==> src/rtl/frame_pkg.sv <==
// rtl/frame_pkg.sv - shared types, sizes and check helpers for the frame receiver
package frame_pkg;

    localparam int DATA_BITS  = 8;
    localparam int CNT_BITS   = 4;
    localparam int FRAME_BITS = 15;

    typedef enum logic [2:0] {
        IDLE,
        START,
        DATA,
        COUNT,
        PARITY,
        STOP
    } state_e;

    // Even parity over the data byte: 1 when an odd number of ones is present
    function automatic logic parity8(input logic [DATA_BITS-1:0] d);
        return ^d;
    endfunction

    // Number of ones in the data byte, 0..8, kept at full count width
    function automatic logic [CNT_BITS-1:0] popcount8(input logic [DATA_BITS-1:0] d);
        logic [CNT_BITS-1:0] c;
        c = '0;
        for (int i = 0; i < DATA_BITS; i++) begin
            c = c + {{(CNT_BITS-1){1'b0}}, d[i]};
        end
        return c;
    endfunction

endpackage

==> src/rtl/bit_timer.sv <==
// rtl/bit_timer.sv - per-bit clock counter with mid-bit tick
module bit_timer #(
    parameter int CLKS_PER_BIT = 4
) (
    input  logic clk,
    input  logic rst_n,
    input  logic clear_i,
    output logic mid_tick_o
);

    localparam int CW = (CLKS_PER_BIT > 2) ? $clog2(CLKS_PER_BIT) : 1;
    localparam logic [CW-1:0] LAST = CW'(CLKS_PER_BIT - 1);
    localparam logic [CW-1:0] MID  = CW'(CLKS_PER_BIT / 2 - 1);

    logic [CW-1:0] cnt_q;

    // Free-running 0..CLKS_PER_BIT-1 counter, held at zero while cleared
    always_ff @(posedge clk or negedge rst_n) begin
        if (!rst_n) begin
            cnt_q <= '0;
        end else if (clear_i || cnt_q == LAST) begin
            cnt_q <= '0;
        end else begin
            cnt_q <= cnt_q + 1'b1;
        end
    end

    assign mid_tick_o = (cnt_q == MID);

endmodule

==> src/rtl/frame_check_rx.sv <==
// rtl/frame_check_rx.sv - serial frame receiver with parity, count and stop checks
module frame_check_rx
    import frame_pkg::*;
#(
    parameter int CLKS_PER_BIT = 4
) (
    input  logic                 clk,
    input  logic                 rst_n,
    input  logic                 en,
    input  logic                 rx_in,
    output logic [DATA_BITS-1:0] data_out,
    output logic [CNT_BITS-1:0]  cnt_out,
    output logic                 valid,
    output logic                 par_err,
    output logic                 cnt_err,
    output logic                 frame_err
);

    logic                 rx_meta_q;
    logic                 rx_sync_q;
    state_e               state_q;
    logic [2:0]           bit_idx_q;
    logic [DATA_BITS-1:0] data_sh_q;
    logic [CNT_BITS-1:0]  cnt_sh_q;
    logic                 par_q;
    logic [DATA_BITS-1:0] data_out_q;
    logic [CNT_BITS-1:0]  cnt_out_q;
    logic                 valid_q;
    logic                 par_err_q;
    logic                 cnt_err_q;
    logic                 frame_err_q;
    logic                 mid_tick;

    // Two-flop synchroniser for the asynchronous serial line, idling high
    always_ff @(posedge clk or negedge rst_n) begin
        if (!rst_n) begin
            rx_meta_q <= 1'b1;
            rx_sync_q <= 1'b1;
        end else begin
            rx_meta_q <= rx_in;
            rx_sync_q <= rx_meta_q;
        end
    end

    // Timer is held at zero in IDLE so it starts counting on the falling edge;
    // mid_tick then lands at every bit centre without further re-alignment.
    bit_timer #(
        .CLKS_PER_BIT(CLKS_PER_BIT)
    ) u_bit_timer (
        .clk       (clk),
        .rst_n     (rst_n),
        .clear_i   (state_q == IDLE),
        .mid_tick_o(mid_tick)
    );

    // Frame FSM: shifts data and count, captures parity, reports at stop centre
    always_ff @(posedge clk or negedge rst_n) begin
        if (!rst_n) begin
            state_q     <= IDLE;
            bit_idx_q   <= '0;
            data_sh_q   <= '0;
            cnt_sh_q    <= '0;
            par_q       <= 1'b0;
            data_out_q  <= '0;
            cnt_out_q   <= '0;
            valid_q     <= 1'b0;
            par_err_q   <= 1'b0;
            cnt_err_q   <= 1'b0;
            frame_err_q <= 1'b0;
        end else begin
            valid_q <= 1'b0;
            if (state_q != IDLE && !en) begin
                state_q   <= IDLE;
                bit_idx_q <= '0;
            end else begin
                case (state_q)
                    IDLE: begin
                        bit_idx_q <= '0;
                        // The valid cycle is the first IDLE cycle; a low line there is ignored
                        if (en && !rx_sync_q && !valid_q) begin
                            state_q <= START;
                        end
                    end
                    START: begin
                        if (mid_tick) begin
                            state_q   <= rx_sync_q ? IDLE : DATA;
                            bit_idx_q <= '0;
                        end
                    end
                    DATA: begin
                        if (mid_tick) begin
                            data_sh_q <= {rx_sync_q, data_sh_q[DATA_BITS-1:1]};
                            bit_idx_q <= bit_idx_q + 3'd1;
                            if (bit_idx_q == 3'd7) begin
                                state_q <= COUNT;
                            end
                        end
                    end
                    COUNT: begin
                        if (mid_tick) begin
                            cnt_sh_q  <= {rx_sync_q, cnt_sh_q[CNT_BITS-1:1]};
                            bit_idx_q <= {1'b0, bit_idx_q[1:0] + 2'd1};
                            if (bit_idx_q[1:0] == 2'd3) begin
                                state_q <= PARITY;
                            end
                        end
                    end
                    PARITY: begin
                        if (mid_tick) begin
                            par_q   <= rx_sync_q;
                            state_q <= STOP;
                        end
                    end
                    STOP: begin
                        if (mid_tick) begin
                            data_out_q  <= data_sh_q;
                            cnt_out_q   <= cnt_sh_q;
                            par_err_q   <= par_q != parity8(data_sh_q);
                            cnt_err_q   <= cnt_sh_q != popcount8(data_sh_q);
                            frame_err_q <= !rx_sync_q;
                            valid_q     <= 1'b1;
                            state_q     <= IDLE;
                        end
                    end
                    default: begin
                        state_q <= IDLE;
                    end
                endcase
            end
        end
    end

    assign data_out  = data_out_q;
    assign cnt_out   = cnt_out_q;
    assign valid     = valid_q;
    assign par_err   = par_err_q;
    assign cnt_err   = cnt_err_q;
    assign frame_err = frame_err_q;

endmodule

==> config.mk <==
export PLATFORM = sky130hd
export DESIGN_NAME = frame_check_rx
export DESIGN_NICKNAME = d
export VERILOG_FILES = /design/src/rtl/frame_pkg.sv /design/src/rtl/bit_timer.sv /design/src/rtl/frame_check_rx.sv
export SDC_FILE = /design/constraint.sdc
export NUM_CORES = 1
export LEC_CHECK = 0
export CAP_MARGIN = 30
export CORE_ASPECT_RATIO = 0.7
export CORE_UTILIZATION = 50
export CTS_CLUSTER_DIAMETER = 50
export CTS_CLUSTER_SIZE = 25
export DETAILED_ROUTE_END_ITERATION = 7
export DONT_BUFFER_PORTS = 1
export GPL_TIMING_DRIVEN = 1
export PLACE_DENSITY = 0.75
export SLEW_MARGIN = 20
export SYNTH_ARGS = -nofsm -noshare
export SYNTH_HDL_FRONTEND = slang
export SYNTH_HIERARCHICAL = 1
export SYNTH_SLANG_ARGS = --single-unit
==> constraint.sdc <==
create_clock -name clk -period 6.5 [get_ports clk]
set_input_delay 0.975 -clock clk [delete_from_list [all_inputs] [get_ports clk]]
set_output_delay 0.975 -clock clk [all_outputs]
set_load 0.01 [all_outputs]
After elaboration in Yosys (flattened, before gate mapping)
Index checks and enable logic that the tools add are counted.
Cells by class
  $add $sub $neg: 10
  equal/unequal tests: 19
  mux-type cells: 19
  bitwise gates (word level): 1
  reduce and logical (&&, ||, !) cells: 17
Operators by type and width (count)
  2-to-1 mux 3 bit: 12
  inequality test 3 bit, second input constant: 8
  one-hot mux 3 bit (6 select lines): 1
  adder 4 x 1 -> 4 bit: 4
  one-hot mux 3 bit (4 select lines): 1
  AND reduction 3 bit: 4
  equality test 3 bit, second input constant: 3
  AND reduction 8 bit: 1
  XOR reduction 8 bit: 1
  equality test 3 x 2 -> 1 bit, second input constant: 2
  nonzero test 5 bit: 1
  adder 2 x 1 -> 2 bit, second input constant: 2
  adder 3 x 1 -> 4 bit: 1
  equality test 2 bit, second input constant: 2
  2-to-1 mux 2 bit: 2
  inequality test 4 bit: 1
  AND reduction 4 bit: 1
  adder 2 x 1 -> 3 bit: 1
  adder 3 x 1 -> 3 bit, second input constant: 1
  equality test 3 x 1 -> 1 bit, second input constant: 1
  logical AND 1 bit: 3
  logical NOT 1 bit: 3
  logical NOT 3 bit: 1
  2-to-1 mux 1 bit: 3
  6 further kinds: 6
Word-level totals
  flip-flop bits (word level): 39
  output and inout port bits: 16
  word-level logic and storage cells: 80

Depth between registers and ports, before layout
  depth in word-level cells: 8
  gate-level depth with buffers: 12
  depth with buffers taken out: 12

By module
The synthesis kept the hierarchy.
By module, submodules not included
  frame_check_rx: instances 1, cells an instance 154, area each 1844.3 µm², seq. area each 928.4 µm²
  bit_timer: instances 1, cells an instance 7, area each 88.8 µm², seq. area each 50.0 µm²

Worst setup path before layout
No wires, ideal clock.
  kind: register to register
  start point: register data_sh_q[1]
  end point: register cnt_err_q (netlist: cnt_err)
  library setup time: 121 ps
  arrival: 2889 ps
  setup slack: 3490 ps
  cell stages (with the launch flop): 13
  buffers on the path: 0
  clock period less this slack: 3010 ps
  path through: dfrtp_1 -> inv_1 -> fa_1 -> fa_1 -> fa_1 -> inv_1 -> ha_1 -> inv_1 -> fa_1 -> xnor2_1 -> nor3_1 -> a31oi_1 -> o22a_1
On the way
  cells in the longest elaborated chain, start to end: 8
RTL lines
  start, declared: line frame_check_rx.sv:23  | logic [DATA_BITS-1:0] data_sh_q;
  start signal, assigned: line frame_check_rx.sv:92  | data_sh_q <= {rx_sync_q, data_sh_q[DATA_BITS-1:1]};
  adder 1 x 1 -> 2 bit: line frame_pkg.sv:27  | c = c + {{(CNT_BITS-1){1'b0}}, d[i]};
  adder 2 x 1 -> 3 bit: line frame_pkg.sv:27
  adder 3 x 1 -> 4 bit: line frame_pkg.sv:27
  adder 4 x 1 -> 4 bit (4 in a row): line frame_pkg.sv:27
  inequality test 4 bit: line frame_check_rx.sv:119  | cnt_err_q <= cnt_sh_q != popcount8(data_sh_q);
  end signal, assigned: line frame_check_rx.sv:119
  end, declared: line frame_check_rx.sv:30  | logic cnt_err_q;
No other way between the ends.
A chain may end at the register's enable or synchronous reset.

Worst setup path in the final report
  start point: register data_sh_q[0]
  end point: register cnt_err_q (netlist: cnt_err)
The elaborated chain is that of the path after synthesis.

==> qor.yml <==
relSlewSlack: 0.517
coreArea_um2: 3600
synth_top_family_by_area: "multiplexers"
grt-ovfl-total: 0
final_cell_count_no_fill: 214
worstPathRequired_ns: 6.68
synth_cell_types: 31
hold_viol: 0
yosys-top-cells-area: "dfrtp_1, mux2_2, ha_1, fa_1, xnor2_1"
via_count: 1130
synthesis.nets: 177
period_share: 0.508
peakVddDrop_v: 0.000289
synth_top_area_share: 0.479
final_antenna_net_count: 0
finalMaxSlewViolations: 0
r2r_cells: 11
n_antenna_cell: 0
drc: 0
path_delay_family: "adder cells"
setup_viol: 0
max_stage_delay_ns: 0.56
clockBufferDepth: 2
hpwl_um: 2440
leakage_nw: 0.998
worstHoldEndpoint: "rx_sync_q"
post_synth_and_or_nand_nor_area_fraction: 0.110
syn-mean-instance-area_um2: 12.0
die_x_um: 76.3
worst_slew_pin_slew_ns: 0.722
maxCapViolCount: 0
routed-wl-met3_um: 160
synth_mux_area_frac: 0.139
filler_cell_count: 289
whs_path_depth: 0
rows: 18
synth_edf_count: 0
synth_compound_area_frac: 0.0479
yosysMostFrequentCell: "dfrtp_1"
status: "completed"
routabilityCongestion: 0.880
ios: 20
worst-r2r-setup-slack_ns: 3.20
finalClockSkew_ns: 0.00827
worst_path_max_delay_cell: "fa_1"
syn_area_um2: 1930
fmax_ghz: 0.303
regToRegStartpoint: "data_sh_q[0]"
grt_pass1_wl_um: 5460
ys.warnings.count: 6
cp-start-kind: "flip-flop"
antenna_found_initial: 0
crit_buf_inv: 3
grtUsageTotal: 0.181
worstReg2RegEnd: "cnt_err"
die_h_um: 54.0
synthXorXnorAreaFrac: 0.0498
seq_area_frac_synth: 0.506
cp.depth: 11
timing.critical_path.mode_cell: "fa_1"
min_from: "rx_meta_q"
insertion_delay_ns: 0.29
hold_path.class: "flip-flop to flip-flop"
synthAdderAreaFrac: 0.0932
drive_above_1_share: 0.226
first_pass_iters: 4
crit_chain: "inv_1 -> fa_1 -> fa_1 -> fa_1 -> inv_1 -> ha_1 -> inv_1 -> fa_1 -> xor2_1 -> nand3_1 -> o22a_1"
cp-end-kind: "flip-flop"
htreeDepth: 2
synthArstFlopShare: 1.00
highest_layer: "met4"
port-buffer-count: 0
cts.clk_slew.worst_paths_ns: 0.08
cts_buffers: 5
ys.flop_type: "dfrtp_1"
synth-seq-cells: 39
post-cts-setup-buffers: 0
die_area_um2: 4120
syn_inst: 161
crit_arrival_ns: 3.48
setup_tns_ns: 0
crit_fanout: 3
dr.first_iter.drc_count: 41
p_per_area_nw_per_um2: 505
clock-root-buffer: "clkbuf_8"
cts_tree: "built"
final_nets: 179
placed_cells: 206
ctsHoldBuffers: 0
via_per_inst: 5.28
cts_resized: 0
grt_pass1_vias: 1138
post-synth-top-area-cell: "dfrtp_1"
grt_max_degree: 40
area_growth_pct: 7.51
rsz0062_at_grt: "no"
critPathKind: "flip-flop to flip-flop"
wl_um: 3330
cts.sinks: 39
wl_per_cell_um: 15.5
initial_core_util: 0.536
holdWs_ns: 0.361
final.min_clock_period_ns: 3.30
wl_met2_um: 1550
synthTopCellsByCount: "dfrtp_1, mux2_2, inv_1"
wl_met1_um: 1570
[cell usage in the layout (no fill, tap or decap), types with 2 or more instances in the layout]
master,count
clkbuf_8,6
o21ai_0,9
dfstp_2,2
ha_1,8
nand3_1,2
dfrtp_1,37
mux2_2,23
xor2_1,2
or3b_1,2
fa_1,4
xnor2_1,9
nand2_1,9
and3_1,2
nor2_1,8
a21oi_1,5
nor3_1,5
inv_1,15
[how the worst max path moves through the flow]
| stage | from | to | slack [ns] |
|---|---|---|---|
| after floorplan | data_sh_q[1] | cnt_err | 3.49 |
| after global placement | data_sh_q[0] | cnt_err | 3.37 |
| after detailed placement | data_sh_q[0] | cnt_err | 3.24 |
| after CTS | data_sh_q[0] | cnt_err | 3.19 |
| after global routing | data_sh_q[1] | cnt_err | 3.10 |
| final | data_sh_q[0] | cnt_err | 3.20 |
[logic make-up (layout without fill, tap and decap cells)]
kind of cell | count (synthesis) | after routing
flops | 39 | 39
simple gates | 37 | 37
mux | 24 | 24
buf+inv | 21 | 24
compound gates | 17 | 17
fa+ha+maj | 12 | 12
xor+xnor | 11 | 11
[final cells by class]
type                    instances  area (um^2)  share of cell area
well taps                      50         62.6              0.0301
multi-input cells             101          856               0.412
clock inverters                 2         35.0              0.0169
repair buffers                  1         7.51             0.00361
clock buffers                   6         82.6              0.0397
flip-flops and latches         39          978               0.471
inverters                      15         56.3              0.0271
[per-layer routing]
| metal | GRT usage | vias to the layer above |
|---|---|---|
| met3 | 0.0576 | 4 |
| li1 | - | 539 |
| met5 | 0 | - |
| met4 | 0.0737 | 0 |
| met2 | 0.297 | 24 |
| met1 | 0.227 | 563 |
[flip-flops by register name (all words and copies together) (netlist names), 2 cells and up]
| register | flops |
|---|---|
| data_out | 8 |
| data_sh_q | 8 |
| cnt_out | 4 |
| cnt_sh_q | 4 |
| bit_idx_q | 3 |
| state_q | 3 |
| u_bit_timer/cnt_q | 2 |
[worst reg2reg max path, delay by kind of cell (launching register included)]
kind,cells,cell delay [ns]
XOR/XNOR,1,0.16
AO/OA/AOI/OAI,1,0.19
buffers and inverters,3,0.22
AND/OR/NAND/NOR,1,0.09
flip-flops,1,0.38
adder cells (fa/ha/maj),5,2.15
[per-stage QoR]
stage / setup WS (ns) / total power [mW] / instance area [um^2] / utilization
after global routing: 3.10 / 1.14 / 2080 / 0.577
after CTS: 3.19 / 1.06 / 2080 / 0.577
after global placement: 3.37 / 0.799 / 1960 / 0.544
after detailed placement: 3.24 / 0.848 / 1960 / 0.544
final: 3.20 / 1.05 / 2080 / 0.577
after floorplan: 3.49 / 0.737 / 1930 / -
[report_power, final]
| part | internal, mW | switching (mW) | total [mW] |
|---|---|---|---|
| clock network | 0.124 | 0.0824 | 0.207 |
| logic | 0.247 | 0.248 | 0.495 |
| registers | 0.287 | 0.0615 | 0.348 |
Power figures use the tool's default switching activity.
